<file path="config.mk">
export PLATFORM = sky130hd
export DESIGN_NAME = uart_rx_deframer
export DESIGN_NICKNAME = d
export VERILOG_FILES = /design/src/rtl/uart_rx_deframer.sv
export SDC_FILE = /design/constraint.sdc
export NUM_CORES = 1
export LEC_CHECK = 0
export CAP_MARGIN = 20
export CORE_MARGIN = 3
export CORE_UTILIZATION = 56
export CTS_CLUSTER_SIZE = 28
export DETAILED_ROUTE_END_ITERATION = 12
export PLACE_DENSITY = 0.86
export SYNTH_ARGS = -nofsm -noshare
export SYNTH_HDL_FRONTEND = slang
export SYNTH_SLANG_ARGS = --single-unit
</file>
<file path="constraint.sdc">
create_clock -name clk -period 2.6 [get_ports clk]
set_clock_uncertainty 0.2 [all_clocks]
set_input_delay 0.26 -clock clk [delete_from_list [all_inputs] [get_ports clk]]
set_output_delay 0.26 -clock clk [all_outputs]
set_load 0.02 [all_outputs]
</file>
<file path="src/rtl/uart_rx_deframer.sv">
// UART receiver: 2-FF synchroniser, mid-bit sampling, optional parity check,
// and a single-entry valid/ready output register with per-word error flags.
module uart_rx_deframer #(
   parameter int    CLK_FRAC   = 50,
   parameter int    BAUD       = 19200,
   parameter int    DATA_WIDTH = 8,
   parameter string CHECK_BIT  = "none"
) (
   input  logic                  clk,
   input  logic                  rst,
   input  logic                  uart_rxd,
   input  logic                  i_user_rx_ready,
   output logic                  o_user_rx_valid,
   output logic [DATA_WIDTH-1:0] o_user_rx_data,
   output logic                  o_user_rx_perr,
   output logic                  o_user_rx_ferr,
   output logic                  o_user_rx_ovr
);

   localparam int LP_BIT_LEN = CLK_FRAC * 100000 / BAUD;
   localparam int LP_HALF    = LP_BIT_LEN / 2;
   localparam int CNT_W      = $clog2(LP_BIT_LEN + 1);
   localparam int IDX_W      = (DATA_WIDTH > 1) ? $clog2(DATA_WIDTH) : 1;

   localparam logic [CNT_W-1:0] HALF_M1  = CNT_W'(LP_HALF - 1);
   localparam logic [CNT_W-1:0] BIT_M1   = CNT_W'(LP_BIT_LEN - 1);
   localparam logic [IDX_W-1:0] LAST_IDX = IDX_W'(DATA_WIDTH - 1);

   localparam bit HAS_PAR  = (CHECK_BIT != "none");
   localparam bit PAR_EVEN = (CHECK_BIT == "even");
   localparam bit PAR_ODD  = (CHECK_BIT == "odd");
   localparam bit PAR_MASK = (CHECK_BIT == "mask");

   typedef enum logic [2:0] {
      IDLE   = 3'd0,
      START  = 3'd1,
      DATA   = 3'd2,
      PARITY = 3'd3,
      STOP   = 3'd4,
      BRK    = 3'd5
   } state_t;

   state_t                state, state_n;
   logic                  rxd_m, rxd_s;
   logic [CNT_W-1:0]      cnt, cnt_n;
   logic [IDX_W-1:0]      bit_idx, bit_idx_n;
   logic [DATA_WIDTH-1:0] shreg, shreg_n;
   logic [DATA_WIDTH:0]   shift_in;
   logic                  par_acc, par_acc_n;
   logic                  perr_pend, perr_pend_n;
   logic                  exp_par;
   logic                  tick;
   logic                  complete;

   logic                  valid_n;
   logic [DATA_WIDTH-1:0] data_n;
   logic                  perr_n, ferr_n, ovr_n;

   always_ff @(posedge clk) begin
      if (rst) begin
         rxd_m <= 1'b1;
         rxd_s <= 1'b1;
      end else begin
         rxd_m <= uart_rxd;
         rxd_s <= rxd_m;
      end
   end

   assign tick     = (cnt == '0);
   assign shift_in = {rxd_s, shreg};
   assign exp_par  = PAR_ODD  ? ~par_acc :
                     PAR_EVEN ?  par_acc :
                     PAR_MASK ?  1'b1    : 1'b0;

   always_comb begin
      state_n     = state;
      cnt_n       = cnt;
      bit_idx_n   = bit_idx;
      shreg_n     = shreg;
      par_acc_n   = par_acc;
      perr_pend_n = perr_pend;
      complete    = 1'b0;
      case (state)
         IDLE: begin
            if (!rxd_s) begin
               cnt_n       = HALF_M1;
               bit_idx_n   = '0;
               par_acc_n   = 1'b0;
               perr_pend_n = 1'b0;
               state_n     = START;
            end
         end
         START: begin
            if (!tick) begin
               cnt_n = cnt - CNT_W'(1);
            end else if (rxd_s) begin
               state_n = IDLE;
            end else begin
               cnt_n     = BIT_M1;
               bit_idx_n = '0;
               state_n   = DATA;
            end
         end
         DATA: begin
            if (!tick) begin
               cnt_n = cnt - CNT_W'(1);
            end else begin
               shreg_n   = shift_in[DATA_WIDTH:1];
               par_acc_n = par_acc ^ rxd_s;
               cnt_n     = BIT_M1;
               if (bit_idx == LAST_IDX) begin
                  state_n = HAS_PAR ? PARITY : STOP;
               end else begin
                  bit_idx_n = bit_idx + IDX_W'(1);
               end
            end
         end
         PARITY: begin
            if (!tick) begin
               cnt_n = cnt - CNT_W'(1);
            end else begin
               if (rxd_s != exp_par) perr_pend_n = 1'b1;
               cnt_n   = BIT_M1;
               state_n = STOP;
            end
         end
         STOP: begin
            if (!tick) begin
               cnt_n = cnt - CNT_W'(1);
            end else begin
               // Returning to IDLE at mid-stop lets a slightly fast sender's
               // next start edge be caught without losing a bit.
               complete = 1'b1;
               state_n  = rxd_s ? IDLE : BRK;
            end
         end
         BRK: begin
            if (rxd_s) state_n = IDLE;
         end
         default: state_n = IDLE;
      endcase
   end

   // Output handshake: o_user_rx_valid holds with data/flags stable until a
   // cycle with i_user_rx_ready=1, then drops the next cycle. A word that
   // completes while valid=1 and ready=0 overwrites the held one and pulses
   // o_user_rx_ovr; completion in the accepting cycle simply reloads.
   always_comb begin
      valid_n = o_user_rx_valid;
      data_n  = o_user_rx_data;
      perr_n  = o_user_rx_perr;
      ferr_n  = o_user_rx_ferr;
      ovr_n   = 1'b0;
      if (o_user_rx_valid && i_user_rx_ready) valid_n = 1'b0;
      if (complete) begin
         valid_n = 1'b1;
         data_n  = shreg;
         perr_n  = perr_pend;
         ferr_n  = !rxd_s;
         ovr_n   = o_user_rx_valid && !i_user_rx_ready;
      end
   end

   always_ff @(posedge clk) begin
      if (rst) begin
         state           <= IDLE;
         cnt             <= '0;
         bit_idx         <= '0;
         shreg           <= '0;
         par_acc         <= 1'b0;
         perr_pend       <= 1'b0;
         o_user_rx_valid <= 1'b0;
         o_user_rx_data  <= '0;
         o_user_rx_perr  <= 1'b0;
         o_user_rx_ferr  <= 1'b0;
         o_user_rx_ovr   <= 1'b0;
      end else begin
         state           <= state_n;
         cnt             <= cnt_n;
         bit_idx         <= bit_idx_n;
         shreg           <= shreg_n;
         par_acc         <= par_acc_n;
         perr_pend       <= perr_pend_n;
         o_user_rx_valid <= valid_n;
         o_user_rx_data  <= data_n;
         o_user_rx_perr  <= perr_n;
         o_user_rx_ferr  <= ferr_n;
         o_user_rx_ovr   <= ovr_n;
      end
   end

endmodule

</file>
Word-level counts from Yosys, hierarchy flattened:

Index checks and enable logic that the tools add are counted.

* add/sub/neg operators: 2
* eq/ne operators: 17
* muxes and demuxes: 29
* bitwise logic cells: 1
* reduce and logical (&&, ||, !) cells: 17

Operators with widths (number)
* $mux 9: 5
* $mux 3: 12
* $pmux 9 s4: 1
* $ne 2x2->1 const B: 10
* $pmux 3 s6: 1
* $reduce_and 4->1: 3
* $eq 3x3->1 const B: 3
* $logic_not 9->1: 1
* $pmux 3 s3: 1
* $sub 9x1->9 const B: 1
* $mux 1: 7
* $reduce_and 7->1: 1
* $eq 3x2->1 const B: 2
* $reduce_bool 2->1: 2
* $reduce_bool 4->1: 1
* $reduce_or 2->1: 2
* $add 3x1->3 const B: 1
* $eq 3x1->1 const B: 1
* $logic_not 3->1: 1
* $ne 3x3->1 const B: 1
* $reduce_bool 3->1: 1
* $logic_and 1x1->1: 2
* $logic_not 1->1: 2
* $mux 2: 1
* other kinds (3): 3

* flip-flop bits (word level): 38
* output and inout bits: 12

Longest topological paths before layout:

Gate-level depths: netlist of the first run.

* word-level depth: 5
* mapped depth: 7
* depth with buffers taken out: 6

Worst setup path after synthesis of the first run:

Ideal clock, no wire load.

* path kind: reg2reg
* from: register cnt[0]
* to: register shreg[0]
* arrival time: 2.033 ns
* data required time: 2.272 ns
* setup slack: 0.240 ns
* stages on the path, launching flop included: 7
* buffers on the path: 0
* clock period less this slack: 2.360 ns
* cells stage by stage: dfxtp_1 inv_1 ha_1 or4b_2 nor4_4 mux2i_1 nor2_1

* longest elaborated chain between the ends: 2

RTL lines
* start: declaration: RTL line 45 `logic [CNT_W-1:0] cnt, cnt_n;`
* start signal: assignment: RTL line 179 `cnt <= cnt_n;`
* $logic_not 9->1: RTL line 69 `assign tick = (cnt == '0);`
* $reduce_and 2->1 (no line)
* end signal: assignment: RTL line 181 `shreg <= shreg_n;`
* end: declaration: RTL line 47 `logic [DATA_WIDTH-1:0] shreg, shreg_n;`

No other way between the ends.
A chain may end at the register's enable or synchronous reset.

Final worst setup path of the first run:

* from: register cnt[0]
* to: register o_user_rx_data[0]

* longest elaborated chain between the ends: 3

RTL lines
* $logic_not 9->1: RTL line 69
* $mux 1: RTL line 128 `if (!tick) begin`
* $mux 1: RTL line 83 `case (state)`
* end signal: assignment: RTL line 185 `o_user_rx_data <= data_n;`
* end: declaration: RTL line 14 `output logic [DATA_WIDTH-1:0] o_user_rx_data,`

No other way between the ends.

==> flow_summary.ini, run 1 <==
[sta]
rsz0062_at_grt = no
period_share_pct = 92.4
timing.fmax_mhz = 416
final_setup_violations = 0
slew_headroom_pct = 64.3
finalCriticalPeriod_ps = 2400
fin_worst_hold_slack_ps = 233
drv_slew = 0
totalNegativeSetupSlack_ps = 0
finalHoldViolCount = 0
worst-slew-pin-transition_ps = 533

[global_routing]
grtUsageTotal_pct = 21.8
grt_pass1_wl_um = 6980
antenna_found_initial = 0
overflow_left_after_global_routing = 0
grt_max_degree = 21
grt_pass1_vias = 1582

[worst_hold_path]
holdPathStages = 1
worstHoldPathType = register to register
holdPathEnd = rxd_s
worst_hold_startpoint = rxd_m

[outcome]
status = complete, no violations

[detailed_routing]
drc_violation_count_after_routing = 0
totalWireLength_um = 4120
detail_route.wl_per_cell_um = 15.6
detailroute.via_count = 1646
initial_detailed_routing_violation_count = 105
detailed_routing_iteration_count_for_the_pre_antenna_repair_pass = 4
route.antenna.remaining_nets = 0
vias_per_cell = 6.21

[power]
net-switching-power_w = 0.000488
switching_share_pct = 31.3
power.clock.fraction_pct = 32.5
power.sequential.fraction_pct = 40.5
pwr-share-comb_pct = 27.0
p_int_w = 0.00107
power.leakage_nw = 0.730
worst_ir_drop_vdd_mv = 0.584
power-per-cell-area_nw_per_um2 = 741

[worst_setup_path]
crit-reg2reg-launch = cnt[0]
r2r_setup_slk_ps = 200
timing.setup.critical_path_class = register to register
critical-path-top-delay-family = simple AND/OR/NAND/NOR gates
worst-path-buf-inv = 2
cp_data_required_time_ps = 2690
critPathLaunchType = register
worstSetupStartpoint = cnt[0]
crit_path_max_fanout = 8
worst_path_arrival_ps = 2490
rr_worst_depth = 7
crit_slowest_cell = sky130_fd_sc_hd__or4b_2
end_kind = register
destination_of_the_worst_register_to_register_timing_path = o_user_rx_data[0]
crit_path_max_cell_delay_ps = 690
worstPathCellList = inv_1 > ha_1 > or4b_2 > nor2_1 > buf_4 > nand3_1 > a21oi_1

[synth]
synth.most_common_cell = sky130_fd_sc_hd__dfxtp_1
syn_avg_cell_area_sq_um = 8.75
synth_simple_gate_area_share_pct = 23.2
flip_flop_and_latch_count_after_synthesis = 38
leading_cell_types_by_count_after_synthesis = sky130_fd_sc_hd__dfxtp_1 (38), sky130_fd_sc_hd__a21oi_1 (22), sky130_fd_sc_hd__nor2_1 (17)
post_synth_instance_area_sq_um = 1790
main_area_contributors_after_synthesis = sky130_fd_sc_hd__dfxtp_1 (42%), sky130_fd_sc_hd__mux2i_1 (6.7%), sky130_fd_sc_hd__a21oi_1 (6.1%)
synthesis.yosys.warnings = 0
yosys.area.top_type_share_pct = 42.4
async_flop_share_pct = 0
synth_enable_flop_cells = 0
synthFlopType = sky130_fd_sc_hd__dfxtp_1
synth.mux.area_fraction_pct = 6.69
synth.lib_cells_used.distinct = 44
synthAdderAreaFrac_pct = 2.09
synth.largest_area_cell = sky130_fd_sc_hd__dfxtp_1
synth_compound_gate_area_share_pct = 20.4
synth.yosys.seq_area_share_pct = 42.4
main_combinational_cell_family_by_area_after_synthesis = simple AND/OR/NAND/NOR gates
synth_xor_area_share_pct = 0
synth.net_count = 212
syn-instance-count = 205

[clock_tree]
numClockSinks = 38
tritoncts = yes
root_buffer = sky130_fd_sc_hd__clkbuf_4
ctsResizeCount = 0
clk-insertion-delay-late_ps = 350
cts_post_setup_buffers_inserted = 0
hold_buffers = 0
cts-htree-levels = 2
tritoncts.num_buffers = 5
cts.clk_slew.worst_paths_ps = 120
cts_buffer_depth = 2

[cells_and_area]
finish.utilization_pct = 72.5
flow.area_growth_from_synthesis_pct = 17.2
layout-drive-gt1-share_pct = 12.1
n_antenna_cell = 0
fin_nets = 229
fill_cells = 223

[die]
boundaryPins = 16
die-area_sq_um = 3920
floorplan.die.height_um = 62.6
start_util_pct = 61.9
rows = 19
core-area_sq_um = 2900
chipWidth_um = 62.6

[flow_run]
cap_violations = 0

[place]
dp_hpwl_um = 2960
portBuffers = 15
routabilityCongestion = 0.905
[through the flow]
step,power (W),area [sq um],setup WS [ps],cells
after floorplan,0.000947,1790,240,205
after global placement,0.00103,2000,310,257
after detailed placement,0.00105,2000,231,257
after CTS,0.00155,2100,223,265
after global routing,0.00164,2100,92.8,265
final,0.00156,2100,197,265
[kinds of logic after synthesis]
| family | Yosys count |
|---|---|
| AND/OR/NAND/NOR | 76 |
| multiplexers | 12 |
| adder cells (fa/ha/maj) | 3 |
| AO/OA/AOI/OAI | 56 |
| buffers and inverters | 20 |
| flip-flops | 38 |
[placed cells by master (no fill, tap or decap), types with 9 or more instances in the layout]
| cell type | instances |
|---|---|
| sky130_fd_sc_hd__nor2_1 | 17 |
| sky130_fd_sc_hd__dfxtp_1 | 38 |
| sky130_fd_sc_hd__clkdlybuf4s50_1 | 15 |
| sky130_fd_sc_hd__nand2_1 | 16 |
| sky130_fd_sc_hd__nand3_1 | 11 |
| sky130_fd_sc_hd__buf_4 | 10 |
| sky130_fd_sc_hd__mux2i_1 | 12 |
| sky130_fd_sc_hd__nor3_1 | 9 |
| sky130_fd_sc_hd__a21oi_1 | 22 |
[flip-flops by register name, summed over array words and instances, names as in the netlist]
| name | cells |
|---|---|
| o_user_rx_perr | 1 |
| state | 3 |
| shreg | 8 |
| rxd_m | 1 |
| bit_idx | 3 |
| o_user_rx_data | 8 |
| o_user_rx_valid | 1 |
| o_user_rx_ovr | 1 |
| perr_pend | 1 |
| rxd_s | 1 |
| o_user_rx_ferr | 1 |
| cnt | 9 |
[how the worst max path moves through the flow]
stage,end,slack (ps),cells after the start
after floorplan,shreg[0],240,6
after global placement,shreg[5],310,7
after detailed placement,shreg[0],230,7
after CTS,shreg[1],220,7
after global routing,o_user_rx_data[0],90,7
final,o_user_rx_data[0],200,7
[cell type report]
cell class	instances	area (sq um)	area share, %
clock inverters	3	68.8	3.27
flip-flops and latches	38	761	36.2
clock buffers	5	37.5	1.78
inverters	5	18.8	0.892
multi-input cells	147	940	44.7
well taps	42	52.6	2.50
repair buffers	25	225	10.7
[per-layer routing]
metal  GRT usage (%)  vias up  share of wire, %
met3            3.78       15               5.5
met4            8.26        0               2.0
met1            25.2      785                42
li1                -      779                 -
met5               0        -                 0
met2            39.5       67                51
[worst register-to-register path, stage by stage (launching register included)]
cell and delay, ps:
sky130_fd_sc_hd__dfxtp_1 360, sky130_fd_sc_hd__inv_1 90, sky130_fd_sc_hd__ha_1 200, sky130_fd_sc_hd__or4b_2 690
sky130_fd_sc_hd__nor2_1 330, sky130_fd_sc_hd__buf_4 230, sky130_fd_sc_hd__nand3_1 100, sky130_fd_sc_hd__a21oi_1 130
[power by group through the flow]
stage | combinational (W) | sequential [W] | clock (W)
detailed placement | 0.000410 | 0.000645 | 0
finish | 0.000420 | 0.000632 | 0.000506
floorplan | 0.000317 | 0.000630 | 0
global placement | 0.000393 | 0.000641 | 0
CTS | 0.000411 | 0.000631 | 0.000505
global route | 0.000459 | 0.000636 | 0.000542
Power figures use the tool's default switching activity.
==> run 2: changes to the inputs <==
- CORE_UTILIZATION: 56 -> 45
- PLACE_DENSITY: 0.86 -> 0.73
==> flow_summary.ini, run 2 (synthesis gave the netlist of run 1 again) <==
[outcome]
status = complete, no violations

[global_routing]
grtUsageTotal_pct = 17.1
overflow_left_after_global_routing = 0
antenna_found_initial = 0
grt_max_degree = 21
grt_pass1_wl_um = 6720
grt_pass1_vias = 1412

[cells_and_area]
layout-drive-gt1-share_pct = 11.7
fin_nets = 228
largestRegisters = cnt (9), o_user_rx_data (8), shreg (8)
finish.utilization_pct = 57.0
flip_flop_count_of_the_largest_register_all_copies_and_words_added = 9
flow.area_growth_from_synthesis_pct = 19.0
layout_commonest_cell = sky130_fd_sc_hd__dfxtp_1
largest_register = cnt
n_antenna_cell = 0
finalNonFillerCells = 270
layout.cells.most_common_list = sky130_fd_sc_hd__dfxtp_1 (38), sky130_fd_sc_hd__a21oi_1 (22), sky130_fd_sc_hd__nor2_1 (17)

[power]
totalPowerFinal_w = 0.00165
worst_ir_drop_vdd_mv = 0.444
power.sequential.fraction_pct = 38.2
p_int_w = 0.00115
net-switching-power_w = 0.000498
power.leakage_nw = 0.739
power.clock.fraction_pct = 36.5
pwr-share-comb_pct = 25.3
switching_share_pct = 30.1
power-per-cell-area_nw_per_um2 = 774

[detailed_routing]
route.antenna.remaining_nets = 0
detailroute.via_count = 1538
totalWireLength_um = 3760
detailed_routing_iteration_count_for_the_pre_antenna_repair_pass = 5
detail_route.wl_per_cell_um = 13.9
vias_per_cell = 5.70
drc_violation_count_after_routing = 0
initial_detailed_routing_violation_count = 104

[flow_run]
cap_violations = 0

[worst_setup_path]
worst_path_arrival_ps = 2340
timing.setup.critical_path_class = register to register
end_kind = register
crit_path_max_fanout = 8
critPathLaunchType = register
cp_data_required_time_ps = 2580

[clock_tree]
hold_buffers = 0
root_buffer = sky130_fd_sc_hd__clkbuf_8
clk-insertion-delay-late_ps = 300
numClockSinks = 38
ctsResizeCount = 0
cts_buffer_depth = 2
cts.clk_slew.worst_paths_ps = 80
cts-htree-levels = 2
cts_post_setup_buffers_inserted = 0
tritoncts.num_buffers = 5
tritoncts = yes

[die]
floorplan.die.height_um = 69.1
core-area_sq_um = 3740
rows = 22
chipWidth_um = 69.1
start_util_pct = 47.9
die-area_sq_um = 4780
boundaryPins = 16

[sta]
rsz0062_at_grt = no
final_setup_violations = 0
finalCriticalPeriod_ps = 2360
totalNegativeSetupSlack_ps = 0
period_share_pct = 90.8
slew_headroom_pct = 64.3
worst-slew-pin-transition_ps = 534
timing.fmax_mhz = 424
finalHoldViolCount = 0
drv_slew = 0

[worst_hold_path]
worstHoldPathType = register to register

[place]
placed_instances = 262
dp_hpwl_um = 2550
routabilityCongestion = 0.811
portBuffers = 15
run 2: worst max-delay path: stages, from the launching register on:
cell,delay [ps]
sky130_fd_sc_hd__dfxtp_1,340
sky130_fd_sc_hd__inv_1,80
sky130_fd_sc_hd__ha_1,210
sky130_fd_sc_hd__or4b_2,690
sky130_fd_sc_hd__nor4_4,230
sky130_fd_sc_hd__buf_4,230
sky130_fd_sc_hd__mux2i_1,220
sky130_fd_sc_hd__nor2_1,60
run 2: cell type report:
type | count | area, sq um
fill | 362 | 1610
multi-input combinational | 147 | 940
tap | 48 | 60.1
inverter | 5 | 18.8
sequential | 38 | 761
clock buffer | 5 | 68.8
clock inverter | 3 | 68.8
timing repair buffer | 24 | 218
run 2: path summary, 6_finish.rpt:
path,to,start,slack [ps],depth (start not counted)
worst max-delay path,shreg[0],cnt[0],240,7
worst min-delay path,rxd_s,rxd_m,210,1
worst max register to register,shreg[0],cnt[0],240,7
worst min register to register,rxd_s,rxd_m,210,1
run 2: metrics by stage:
stage / setup slack, ps / cell area (sq um) / hold WS (ps)
2_1_floorplan: 240 / 1790 / 164
3_3_place_gp: 333 / 2000 / 194
3_5_place_dp: 292 / 2000 / 197
4_1_cts: 252 / 2130 / 217
5_1_grt: 146 / 2130 / 233
6_report: 239 / 2130 / 214
run 2: power by group through the flow:
stage                     Sequential [W]  Combinational, W  Clock [W]
after global placement          0.000643          0.000412          0
after detailed placement        0.000644          0.000411          0
after global routing            0.000637          0.000464   0.000638
final                           0.000631          0.000418   0.000603
after CTS                       0.000630          0.000416   0.000616
after floorplan                 0.000630          0.000317          0
run 2: per-layer routing:
metal	GRT usage, %	vias up	share of wire, %
met5	0	-	0
met4	6.51	0	1.6
met3	4.52	7	3.1
met2	25.5	21	48
met1	23.6	731	47
li1	-	779	-
==> run 3: changes to the inputs <==
- CORE_UTILIZATION: 45 -> 55
- PLACE_DENSITY: 0.73 -> 0.85
==> flow_summary.ini, run 3 (synthesis gave the netlist of run 1 again) <==
[sta]
drv_slew = 0
rsz0062_at_grt = no
period_share_pct = 91.1
finalHoldViolCount = 0
worst-slew-pin-transition_ps = 585
slew_headroom_pct = 60.9
timing.fmax_mhz = 422
totalNegativeSetupSlack_ps = 0
final_setup_violations = 0
finalCriticalPeriod_ps = 2370

[cells_and_area]
largestRegisters = cnt (9), o_user_rx_data (8), shreg (8)
flip_flop_count_of_the_largest_register_all_copies_and_words_added = 9
finish.utilization_pct = 68.9
layout_commonest_cell = sky130_fd_sc_hd__dfxtp_1
n_antenna_cell = 0
largest_register = cnt
flow.area_growth_from_synthesis_pct = 18.2
layout.cells.most_common_list = sky130_fd_sc_hd__dfxtp_1 (38), sky130_fd_sc_hd__a21oi_1 (22), sky130_fd_sc_hd__nor2_1 (17)
layout-drive-gt1-share_pct = 12.9
fill_cells = 257
fin_nets = 231

[global_routing]
grt_pass1_wl_um = 6510
grtUsageTotal_pct = 20.5
grt_most_used_layer = met2
overflow_left_after_global_routing = 0
global_route.usage.met2_pct = 32.0
global_route.usage.met3_pct = 7.49
grt_pass1_vias = 1445
antenna_found_initial = 0
groute.layer.met1.usage_pct = 26.3
grt_max_degree = 23

[detailed_routing]
detail_route.wl_per_cell_um = 13.8
route.antenna.remaining_nets = 0
totalWireLength_um = 3730
detailroute.via_count = 1561
drc_violation_count_after_routing = 0
vias_per_cell = 5.80
detailed_routing_iteration_count_for_the_pre_antenna_repair_pass = 4
initial_detailed_routing_violation_count = 175

[worst_setup_path]
r2r_setup_slk_ps = 230
crit_path_max_fanout = 8
destination_of_the_worst_register_to_register_timing_path = shreg[6]
end_kind = register
rr_worst_depth = 7
timing.setup.critical_path_class = register to register
cp_data_required_time_ps = 2650
worst_path_arrival_ps = 2420
critPathLaunchType = register
crit-reg2reg-launch = cnt[0]

[clock_tree]
tritoncts.num_buffers = 5
clk-insertion-delay-late_ps = 350
cts-htree-levels = 2
cts.clk_slew.worst_paths_ps = 120
cts_post_setup_buffers_inserted = 0
ctsResizeCount = 0
cts_buffer_depth = 2
root_buffer = sky130_fd_sc_hd__clkbuf_4
hold_buffers = 0
numClockSinks = 38
tritoncts = yes

[die]
die-area_sq_um = 3980
boundaryPins = 16
start_util_pct = 58.3
chipWidth_um = 63.1
floorplan.die.height_um = 63.1
core-area_sq_um = 3080
rows = 20

[power]
worst_ir_drop_vdd_mv = 0.424
power-per-cell-area_nw_per_um2 = 739
power.leakage_nw = 0.741

[place]
portBuffers = 15
dp_hpwl_um = 2650
routabilityCongestion = 0.869

[flow_run]
cap_violations = 0

[worst_hold_path]
worstHoldPathType = register to register
holdPathEnd = rxd_s
holdPathStages = 1
worst_hold_startpoint = rxd_m

[outcome]
status = complete, no violations
-- run 3: per-layer routing --
layer	part of all wire, %	routed length (um)
met5	0	0
met4	0.70	26
met3	5.7	211
met2	47	1770
met1	46	1720
-- run 3: area by class of cell --
class	instances	area, sq um	share of cell area [%]
clock inverters	3	68.8	3.24
flip-flops and latches	38	761	35.9
inverters	5	18.8	0.885
multi-input cells	147	940	44.3
well taps	44	55.1	2.60
repair buffers	27	240	11.3
clock buffers	5	37.5	1.77
-- run 3: where the power goes --
part	internal [W]	switching (W)	leakage [nW]
logic	0.000184	0.000254	0.379
registers	0.000602	0.0000261	0.307
clock network	0.000301	0.000202	0.0554
-- run 3: stage by stage --
stage	cell area, sq um	worst slack [ps]	total power [W]	hold slack, ps	std cells
global placement	2010	320	0.00107	194	261
detailed placement	2010	237	0.00107	204	261
floorplan	1790	240	0.000947	164	205
CTS	2120	224	0.00158	235	269
global route	2120	86.9	0.00166	247	269
finish	2120	230	0.00157	229	269
-- run 3: critical path: stages (launching register included) --
cell                      delay [ps]
sky130_fd_sc_hd__dfxtp_1         350
sky130_fd_sc_hd__inv_1            80
sky130_fd_sc_hd__ha_1            210
sky130_fd_sc_hd__or4b_2          690
sky130_fd_sc_hd__nor4_4          240
sky130_fd_sc_hd__buf_4           220
sky130_fd_sc_hd__mux2i_1         220
sky130_fd_sc_hd__nor2_1           60
-- run 3: worst max-delay path by stage --
| stage | from | endpoint | slack (ps) | depth (start not counted) |
|---|---|---|---|---|
| final | cnt[0] | shreg[6] | 230 | 7 |
| after CTS | cnt[0] | shreg[6] | 220 | 7 |
| after global placement | cnt[0] | shreg[4] | 320 | 7 |
| after floorplan | cnt[0] | shreg[0] | 240 | 6 |
| after detailed placement | cnt[0] | shreg[6] | 240 | 7 |
| after global routing | cnt[0] | shreg[4] | 90 | 7 |
